## src/rtl/pe_mac_burst_if.sv

```systemverilog
// pe_mac_burst_if: operand stream into a burst MAC processing element and the
// neighbour-forwarding / result signals coming back out of it.
//
// Handshake: there is no backpressure. fire qualifies a/w in the cycle it is
// high. out_v is a one-cycle pulse that qualifies out/out_n/out_ovf, which then
// hold their value until the next pulse. out_f/out_a/out_w are a plain one-cycle
// delayed copy of fire/a/w for the east/south neighbour.
interface pe_mac_burst_if #(
  parameter int DW   = 8,
  parameter int ACCW = 32,
  parameter int CW   = 8
);
  logic            fire;
  logic [DW-1:0]   a;
  logic [DW-1:0]   w;
  logic            out_f;
  logic [DW-1:0]   out_a;
  logic [DW-1:0]   out_w;
  logic [ACCW-1:0] out;
  logic            out_v;
  logic [CW-1:0]   out_n;
  logic            out_ovf;

  // Upstream side: drives operands, observes forwarded copies and results.
  modport master (
    output fire, a, w,
    input  out_f, out_a, out_w, out, out_v, out_n, out_ovf
  );

  // Processing element side.
  modport slave (
    input  fire, a, w,
    output out_f, out_a, out_w, out, out_v, out_n, out_ovf
  );
endinterface

```

## src/rtl/pe_mac_burst.sv

```systemverilog
// pe_mac_burst: systolic processing element that multiply-accumulates bursts of
// fire-qualified activation/weight pairs, reports each burst's dot product with a
// one-cycle out_v pulse plus a product count, then self-clears for the next burst.
// Two pipeline stages: a registered product, then an IDLE/ACC/DONE accumulator FSM.
// Build option: define SYSTOLA_PE_SAT_EN to make the accumulator saturate instead
// of wrapping (out_ovf is reported either way).
module pe_mac_burst #(
  parameter int DW     = 8,
  parameter int ACCW   = 32,
  parameter int SIGNED = 0,
  parameter int CW     = 8
) (
  input  logic                clk,
  input  logic                rstn,
  pe_mac_burst_if.slave       pe,
  output logic [1:0]          dbg_state_o
);

  localparam int PW = 2 * DW;
  localparam int XW = ACCW - PW;

  generate
    if (ACCW < PW) begin : g_bad_accw
      $error("pe_mac_burst: ACCW must be at least 2*DW");
    end
  endgenerate

  typedef enum logic [1:0] {
    S_IDLE = 2'd0,
    S_ACC  = 2'd1,
    S_DONE = 2'd2
  } state_t;

  // Neighbour forwarding registers
  logic          out_f_q;
  logic [DW-1:0] out_a_q;
  logic [DW-1:0] out_w_q;

  // Product stage
  logic            sx_a;
  logic            sx_w;
  logic [PW-1:0]   op_a;
  logic [PW-1:0]   op_w;
  logic [PW-1:0]   mul;
  logic [ACCW-1:0] prod_ext;
  logic [ACCW-1:0] p_q;
  logic            pv_q;

  // Accumulator stage
  state_t          state_q, state_d;
  logic [ACCW-1:0] acc_q, acc_d;
  logic [CW-1:0]   cnt_q, cnt_d;
  logic            ovf_q, ovf_d;
  logic [ACCW-1:0] res_q, res_d;
  logic [CW-1:0]   res_n_q, res_n_d;
  logic            res_ovf_q, res_ovf_d;
  logic            out_v_q, out_v_d;
`ifdef SYSTOLA_PE_SAT_EN
  logic            sat_q, sat_d;
`endif

  // Adder of the accumulate step
  logic [ACCW:0]   sum_w;
  logic            sov;
  logic            add_ovf;
  logic [ACCW-1:0] add_val;
  logic [CW-1:0]   cnt_inc;

  // Operands are extended to 2*DW so one unsigned multiplier serves both modes:
  // the low 2*DW bits of a product of sign-extended operands equal the signed product.
  assign sx_a = (SIGNED != 0) && pe.a[DW-1];
  assign sx_w = (SIGNED != 0) && pe.w[DW-1];
  assign op_a = {{DW{sx_a}}, pe.a};
  assign op_w = {{DW{sx_w}}, pe.w};
  assign mul  = op_a * op_w;

  generate
    if (XW > 0) begin : g_ext
      assign prod_ext = {{XW{(SIGNED != 0) && mul[PW-1]}}, mul};
    end else begin : g_noext
      assign prod_ext = mul;
    end
  endgenerate

  // Forward operands and fire to the neighbours every cycle, fire or not
  always_ff @(posedge clk or negedge rstn) begin
    if (!rstn) begin
      out_f_q <= 1'b0;
      out_a_q <= '0;
      out_w_q <= '0;
    end else begin
      out_f_q <= pe.fire;
      out_a_q <= pe.a;
      out_w_q <= pe.w;
    end
  end

  // Product stage: register the extended product (zero when not firing)
  always_ff @(posedge clk or negedge rstn) begin
    if (!rstn) begin
      p_q  <= '0;
      pv_q <= 1'b0;
    end else begin
      p_q  <= pe.fire ? prod_ext : '0;
      pv_q <= pe.fire;
    end
  end

  // Accumulate-step arithmetic: overflow detection and optional clamping
  always_comb begin
    sum_w   = {1'b0, acc_q} + {1'b0, p_q};
    sov     = (acc_q[ACCW-1] == p_q[ACCW-1]) && (sum_w[ACCW-1] != acc_q[ACCW-1]);
    add_ovf = (SIGNED != 0) ? sov : sum_w[ACCW];
    add_val = sum_w[ACCW-1:0];
    cnt_inc = (cnt_q == {CW{1'b1}}) ? cnt_q : cnt_q + CW'(1);
`ifdef SYSTOLA_PE_SAT_EN
    if (sat_q) begin
      add_val = acc_q;
    end else if (add_ovf) begin
      if (SIGNED != 0) begin
        add_val = acc_q[ACCW-1] ? {1'b1, {(ACCW-1){1'b0}}} : {1'b0, {(ACCW-1){1'b1}}};
      end else begin
        add_val = {ACCW{1'b1}};
      end
    end
`endif
  end

  // Accumulator FSM: next state, datapath updates and result capture
  always_comb begin
    state_d   = state_q;
    acc_d     = acc_q;
    cnt_d     = cnt_q;
    ovf_d     = ovf_q;
    res_d     = res_q;
    res_n_d   = res_n_q;
    res_ovf_d = res_ovf_q;
    out_v_d   = 1'b0;
`ifdef SYSTOLA_PE_SAT_EN
    sat_d     = sat_q;
`endif
    case (state_q)
      S_IDLE, S_DONE: begin
        // A burst may start straight out of DONE, so both states load alike
        if (pv_q) begin
          acc_d   = p_q;
          cnt_d   = CW'(1);
          ovf_d   = 1'b0;
`ifdef SYSTOLA_PE_SAT_EN
          sat_d   = 1'b0;
`endif
          state_d = S_ACC;
        end else begin
          state_d = S_IDLE;
        end
      end
      S_ACC: begin
        if (pv_q) begin
          acc_d = add_val;
          cnt_d = cnt_inc;
          ovf_d = ovf_q | add_ovf;
`ifdef SYSTOLA_PE_SAT_EN
          sat_d = sat_q | add_ovf;
`endif
        end else begin
          res_d     = acc_q;
          res_n_d   = cnt_q;
          res_ovf_d = ovf_q;
          acc_d     = '0;
          out_v_d   = 1'b1;
          state_d   = S_DONE;
        end
      end
      default: state_d = S_IDLE;
    endcase
  end

  // Accumulator FSM state and result registers
  always_ff @(posedge clk or negedge rstn) begin
    if (!rstn) begin
      state_q   <= S_IDLE;
      acc_q     <= '0;
      cnt_q     <= '0;
      ovf_q     <= 1'b0;
      res_q     <= '0;
      res_n_q   <= '0;
      res_ovf_q <= 1'b0;
      out_v_q   <= 1'b0;
`ifdef SYSTOLA_PE_SAT_EN
      sat_q     <= 1'b0;
`endif
    end else begin
      state_q   <= state_d;
      acc_q     <= acc_d;
      cnt_q     <= cnt_d;
      ovf_q     <= ovf_d;
      res_q     <= res_d;
      res_n_q   <= res_n_d;
      res_ovf_q <= res_ovf_d;
      out_v_q   <= out_v_d;
`ifdef SYSTOLA_PE_SAT_EN
      sat_q     <= sat_d;
`endif
    end
  end

  assign pe.out_f    = out_f_q;
  assign pe.out_a    = out_a_q;
  assign pe.out_w    = out_w_q;
  assign pe.out      = res_q;
  assign pe.out_n    = res_n_q;
  assign pe.out_ovf  = res_ovf_q;
  assign pe.out_v    = out_v_q;
  assign dbg_state_o = state_q;

endmodule
```

## src/flat_wrapper.sv

```systemverilog
// flat-port wrapper written by rule: the top's interface ports become plain ports
module pe_mac_burst_flat 
#(
  parameter int DW     = 8,
  parameter int ACCW   = 32,
  parameter int SIGNED = 0,
  parameter int CW     = 8
)
  (clk, rstn, dbg_state_o, pe_fire, pe_a, pe_w, pe_out_f, pe_out_a, pe_out_w, pe_out, pe_out_v, pe_out_n, pe_out_ovf);
  pe_mac_burst_if #(.DW(DW), .ACCW(ACCW), .CW(CW)) pe_i ();
  input  logic clk;
  input  logic rstn;
  output logic [1:0] dbg_state_o;
  input wire logic [$bits(pe_i.fire)-1:0] pe_fire;
  input wire logic [$bits(pe_i.a)-1:0] pe_a;
  input wire logic [$bits(pe_i.w)-1:0] pe_w;
  output wire logic [$bits(pe_i.out_f)-1:0] pe_out_f;
  output wire logic [$bits(pe_i.out_a)-1:0] pe_out_a;
  output wire logic [$bits(pe_i.out_w)-1:0] pe_out_w;
  output wire logic [$bits(pe_i.out)-1:0] pe_out;
  output wire logic [$bits(pe_i.out_v)-1:0] pe_out_v;
  output wire logic [$bits(pe_i.out_n)-1:0] pe_out_n;
  output wire logic [$bits(pe_i.out_ovf)-1:0] pe_out_ovf;
  assign pe_i.fire = pe_fire;
  assign pe_i.a = pe_a;
  assign pe_i.w = pe_w;
  assign pe_out_f = pe_i.out_f;
  assign pe_out_a = pe_i.out_a;
  assign pe_out_w = pe_i.out_w;
  assign pe_out = pe_i.out;
  assign pe_out_v = pe_i.out_v;
  assign pe_out_n = pe_i.out_n;
  assign pe_out_ovf = pe_i.out_ovf;
  pe_mac_burst #(.DW(DW), .ACCW(ACCW), .SIGNED(SIGNED), .CW(CW)) u_core (.clk(clk), .rstn(rstn), .pe(pe_i), .dbg_state_o(dbg_state_o));
endmodule
```

## config.mk

```make
export PLATFORM = sky130hd
export DESIGN_NAME = pe_mac_burst_flat
export DESIGN_NICKNAME = d
export VERILOG_FILES = /design/src/rtl/pe_mac_burst_if.sv /design/src/rtl/pe_mac_burst.sv /design/src/flat_wrapper.sv
export SDC_FILE = /design/constraint.sdc
export NUM_CORES = 1
export LEC_CHECK = 0
export BUFFER_PORTS_ARGS = -buffer_cell sky130_fd_sc_hd__buf_2
export CAP_MARGIN = 20
export CORE_UTILIZATION = 54
export CTS_BUF_LIST = sky130_fd_sc_hd__clkbuf_16
export DETAILED_ROUTE_END_ITERATION = 8
export GPL_TIMING_DRIVEN = 0
export PLACE_DENSITY = 0.79
export SYNTH_ARGS = -nofsm -noshare
export SYNTH_HDL_FRONTEND = slang
export SYNTH_SLANG_ARGS = --single-unit
```

## constraint.sdc

```tcl
create_clock -name clk -period 2.3 [get_ports clk]
set_input_delay 0.69 -clock clk [delete_from_list [all_inputs] [get_ports clk]]
set_output_delay 0.69 -clock clk [all_outputs]
set_load 0.05 [all_outputs]
```

Word level (Yosys, flattened, before mapping)
Index checks and enable logic that the tools add are counted.
Storage, ports and cells
  flip-flop bits (word level): 134
  input port bits: 19
  output and inout port bits: 61
  logic and storage cells: 47
Operators by class
  add/subtract/negate cells: 2
  multipliers: 1
  eq/ne operators: 7
  multiplexer cells: 16
  bitwise gates (word level): 2
  reduce and logical (&&, ||, !) cells: 7
Operator list (count)
  2-to-1 mux 32 bit: 2
  one-hot mux 32 bit (2 select lines): 1
  adder 32 x 32 -> 33 bit: 1
  2-to-1 mux 8 bit: 3
  multiplier 8 x 8 -> 16 bit: 1
  2-to-1 mux 16 bit: 1
  one-hot mux 8 bit (2 select lines): 1
  adder 8 x 1 -> 8 bit (second input constant): 1
  == test 8 bit (second input constant): 1
  2-to-1 mux 1 bit: 5
  != test 2 x 1 -> 1 bit (second input constant): 2
  != test 2 bit (second input constant): 2
  one-hot mux 2 bit (2 select lines): 1
  AND reduction 2 bit: 2
  AND reduction 4 bit: 1
  AND reduction 3 bit: 1
  == test 2 x 1 -> 1 bit (second input constant): 1
  == test 2 bit (second input constant): 1
  logical NOT 2 bit: 1
  2-to-1 mux 2 bit: 1
  one-hot mux 1 bit (2 select lines): 1
  nonzero test 2 bit: 1
  OR reduction 2 bit: 1
  NOT 1 bit: 1
  bitwise OR 1 bit: 1

Logic depth before layout (Yosys ltp)
  depth in word-level cells: 4
  mapped depth: 17
  mapped depth without buffers: 17

Worst setup path after synthesis
No wires, ideal clock.
  kind: input to register
  start: input port pe_a[1]
  end: register u_core.p_q[14]
  setup time: 119 ps
  data arrival time: 4340 ps
  required time: 2181 ps
  slack: -2159 ps
  stages: 14
  path buffers: 0
  cells stage by stage: and2_1 -> fa_1 -> fa_1 -> fa_1 -> inv_1 -> fa_1 -> inv_1 -> ha_1 -> or3_1 -> o21ai_0 -> o31ai_1 -> o41ai_1 -> xnor2_1 -> and2_1
On the way
  longest elaborated chain between the ends: 2
RTL lines
  start: declaration: line flat_wrapper.sv:15  | input wire logic [$bits(pe_i.a)-1:0] pe_a;
  multiplier 8 x 8 -> 16 bit: line pe_mac_burst.sv:75  | assign mul = op_a * op_w;
  2-to-1 mux 16 bit: line pe_mac_burst.sv:104  | p_q <= pe.fire ? prod_ext : '0;
  end signal: assignment: line pe_mac_burst.sv:104
  end: declaration: line pe_mac_burst.sv:46  | logic [ACCW-1:0] p_q;
No other way between the ends.
A chain may end at the register's enable or synchronous reset.

Worst setup path in the final report
  start: input port pe_a[5]
  end: register u_core.p_q[10]
The elaborated chain is that of the path after synthesis.

==> out/qor.yml <==
run_status:
  outcome: "finished with violations"
  violations: "setup timing"
layout:
  final_common_cell: "dfrtp_1"
  most-common-layout-cells: "114 x dfrtp_1, 64 x buf_2, 55 x inv_1, 54 x and2_1"
  area_delta_synth_final_pct: 33.4
  multiInputGateArea_um2: 4770
  fill_cells: 852
  fin_nets: 940
  post-route-cell-area_um2: 9790
  ff_latch_area_um2: 2960
  drive_gt1_share_pct: 37.5
  instances_no_fill: 1019
  diodes: 0
cts:
  clkTransAtPathRegs_ns: 0.05
  cts_root_buffer: "clkbuf_16"
  h-tree-depth: 4
  cts_tree: "yes"
  clk-insertion-delay-late_ns: 0.42
  cts_num_sinks: 118
  cts_buffers: 17
  cts_max_path_buffers: 2
power:
  ir_drop_mv: 0.569
  power_density_nw_per_um2: 1020
  total_power_w: 0.00997
  cellLeakagePower_nw: 4.69
synthesis:
  yosys_warnings: 0
  yosysTopAreaCell: "dfrtp_1"
  synthTopCellsByArea: "dfrtp_1 40%, fa_1 10%, ha_1 9.0%"
  netlist.area_leader.share_pct: 40.2
  netlist_area_um2: 7340
  async_flop_share_pct: 100
  ys_types: 54
  ys_ff_latch: 118
  yosysSeqAreaShare_pct: 40.2
  ys.flop_type: "dfrtp_1"
  syn_avg_cell_area_um2: 10.6
  syn_nets: 801
  netlist_instances: 692
  synth_edf_count: 0
timing:
  fin_worst_skew_ns: 0.0108
  drv_slew: 0
  whs_ns: 0.302
  max_slew.worst_pin.slew_ns: 0.730
  setup_ws_ns: -1.73
  fmaxAchievable_mhz: 248
  rsz0062_at_grt: "yes"
  max_slew_margin_pct: 51.0
  final.min_clock_period_ns: 4.03
  hold_violations: 0
  fin_crit_sh_pct: 175
  setup_viol: 29
routing:
  routed_wirelength_um: 18200
  vias: 5824
  dr.first_iter.drc_count: 511
  vias_per_cell: 5.72
  drtAntennaViolNets: 0
  firstDrtPassIters: 5
  drc: 0
  wire_per_inst_um: 17.9
global_routing:
  grt_overflow_total: 0
  grt_pass1_wl_um: 28400
  grt_max_degree: 70
  antenna_found_initial: 0
  grt_pass1_vias: 5938
  grt_use_total_pct: 25.9
floorplanning:
  coreArea_um2: 13200
  row_count: 42
  die_y_um: 119
  start_util_pct: 55.4
  die-area_um2: 14100
  fp.dieW_um: 119
  ios: 80
critical_path:
  reg2reg_slack_ns: -0.35
  worst_r2r_endpoint: "u_core.acc_q[31]"
  cp_max_fo: 3
  required_ns: 2.60
  reg2reg_from: "u_core.p_q[10]"
  reg2reg_depth: 10
  cp-end-kind: "flop"
  cp-start-kind: "input pin"
  cp-startpoint: "pe_a[5]"
  critPathArrivalTime_ns: 4.33
  crit_type: "input pin to flop"
min_path:
  min_path_type: "input pin to asynchronous set/reset pin"
job:
  maxCapViolations: 0
placed_design:
  port_buffers: 79
  placed_cells: 948
  post_dp_cell_area_um2: 8310
  gp_congestion: 0.904
  hpwl_um: 11600
[sequential cells by signal, indices dropped and copies added, names as in the netlist]
| register | cells |
|---|---|
| u_core.pe.out | 32 |
| u_core.acc_q | 32 |
| u_core.pe.out_v | 1 |
| u_core.pe.out_ovf | 1 |
| u_core.pe.out_w | 8 |
| u_core.p_q | 16 |
| u_core.pe.out_n | 8 |
| u_core.pe.out_f | 1 |
| u_core.ovf_q | 1 |
| u_core.dbg_state_o | 2 |
| u_core.cnt_q | 8 |
| u_core.pe.out_a | 8 |
[synthesized netlist by cell type (all sizes together) (2+ instances only)]
library cell / count
and3: 4
o22ai: 5
buf: 2
a21oi: 21
mux2: 43
nand3: 18
dfrtp: 118
o21a: 5
o31ai: 3
fa: 37
xor2: 11
nor3: 10
o41ai: 6
a41oi: 5
o22a: 2
nor2: 33
a22o: 10
nand2b: 4
o21bai: 2
o211ai: 3
nor4: 3
a221o: 2
a21o: 8
o21ai: 30
a211oi: 5
ha: 53
and2: 69
o31a: 4
or3: 5
xnor2: 16
a22oi: 6
inv: 64
nand4: 4
a31oi: 4
nand2: 50
clkbuf: 15
nor2b: 4
[metal layers]
| layer | wire, um | up-vias | global-route usage (%) |
|---|---|---|---|
| met1 | 7210 | 2886 | 31.0 |
| met4 | 397 | 0 | 10.5 |
| met2 | 9730 | 214 | 45.6 |
| met5 | 0 | - | 0 |
| met3 | 868 | 42 | 5.21 |
| li1 | - | 2682 | - |
[per-stage QoR]
step / util [%] / setup TNS [ns] / setup slack, ns
6_report: 74.0 / -19.10 / -1.73
5_1_grt: 74.0 / -21.39 / -1.83
4_1_cts: 71.3 / -17.61 / -1.72
3_5_place_dp: 62.7 / -29.36 / -2.48
3_3_place_gp: 62.5 / -120.91 / -2.40
2_1_floorplan: - / -17.27 / -2.00
[cells by family (layout without fill, tap and decap cells)]
kind of cell,Yosys count,in the layout,share of synthesized area (%)
muxes,43,43,6.60
DFF,118,118,40.2
and+or+nand+nor,205,206,14.4
xor gates and xnor gates,27,27,3.22
AOI/OAI and AO/OA,128,128,12.2
buffers and inverters,81,231,4.30
adders and majority gates,90,90,19.1
[how the worst max path moves through the flow]
stage                          end  slack, ns  depth (start not counted)
detailed placement  u_core.p_q[14]      -2.48                         16
CTS                 u_core.p_q[15]      -1.72                         17
finish              u_core.p_q[10]      -1.73                         17
floorplan           u_core.p_q[14]      -2.00                         15
global placement    u_core.p_q[14]      -2.40                         16
global route        u_core.p_q[13]      -1.83                         16
[cell type report]
class / instances / area share [%]
Sequential cell: 118 / 30.2
Buffer: 16 / 0.805
Multi-Input combinational cell: 494 / 48.7
Timing Repair Buffer: 120 / 9.76
Inverter: 64 / 2.48
Clock inverter: 14 / 1.48
Clock buffer: 17 / 4.34
Tap cell: 176 / 2.25
[repair_timing]
item,CTS,global route
hold buffers,0,0
endpoints found under the setup margin,72,35
pin swaps,33,45
gates cloned,3,1
gates resized for setup,90,57
buffers inserted,20,21
[worst max-delay path: stages]
cell and delay, ns:
buf_12 0.08, nand2_4 0.05, fa_1 0.51, fa_1 0.55, inv_2 0.05, fa_1 0.53
inv_1 0.05, fa_1 0.49, inv_2 0.05, ha_4 0.23, or3_4 0.38, o21ai_4 0.09
buf_4 0.14, nor2_1 0.04, a21oi_1 0.18, xnor2_1 0.09, and2_1 0.15
[power by group]
group	internal, W	switching [W]	total, W
Combinational	0.00216	0.00257	0.00473
Clock	0.00166	0.000897	0.00256
Sequential	0.00241	0.000271	0.00268
Total	0.00623	0.00374	0.00997
Note: power is estimated with default switching activity, not from simulation.
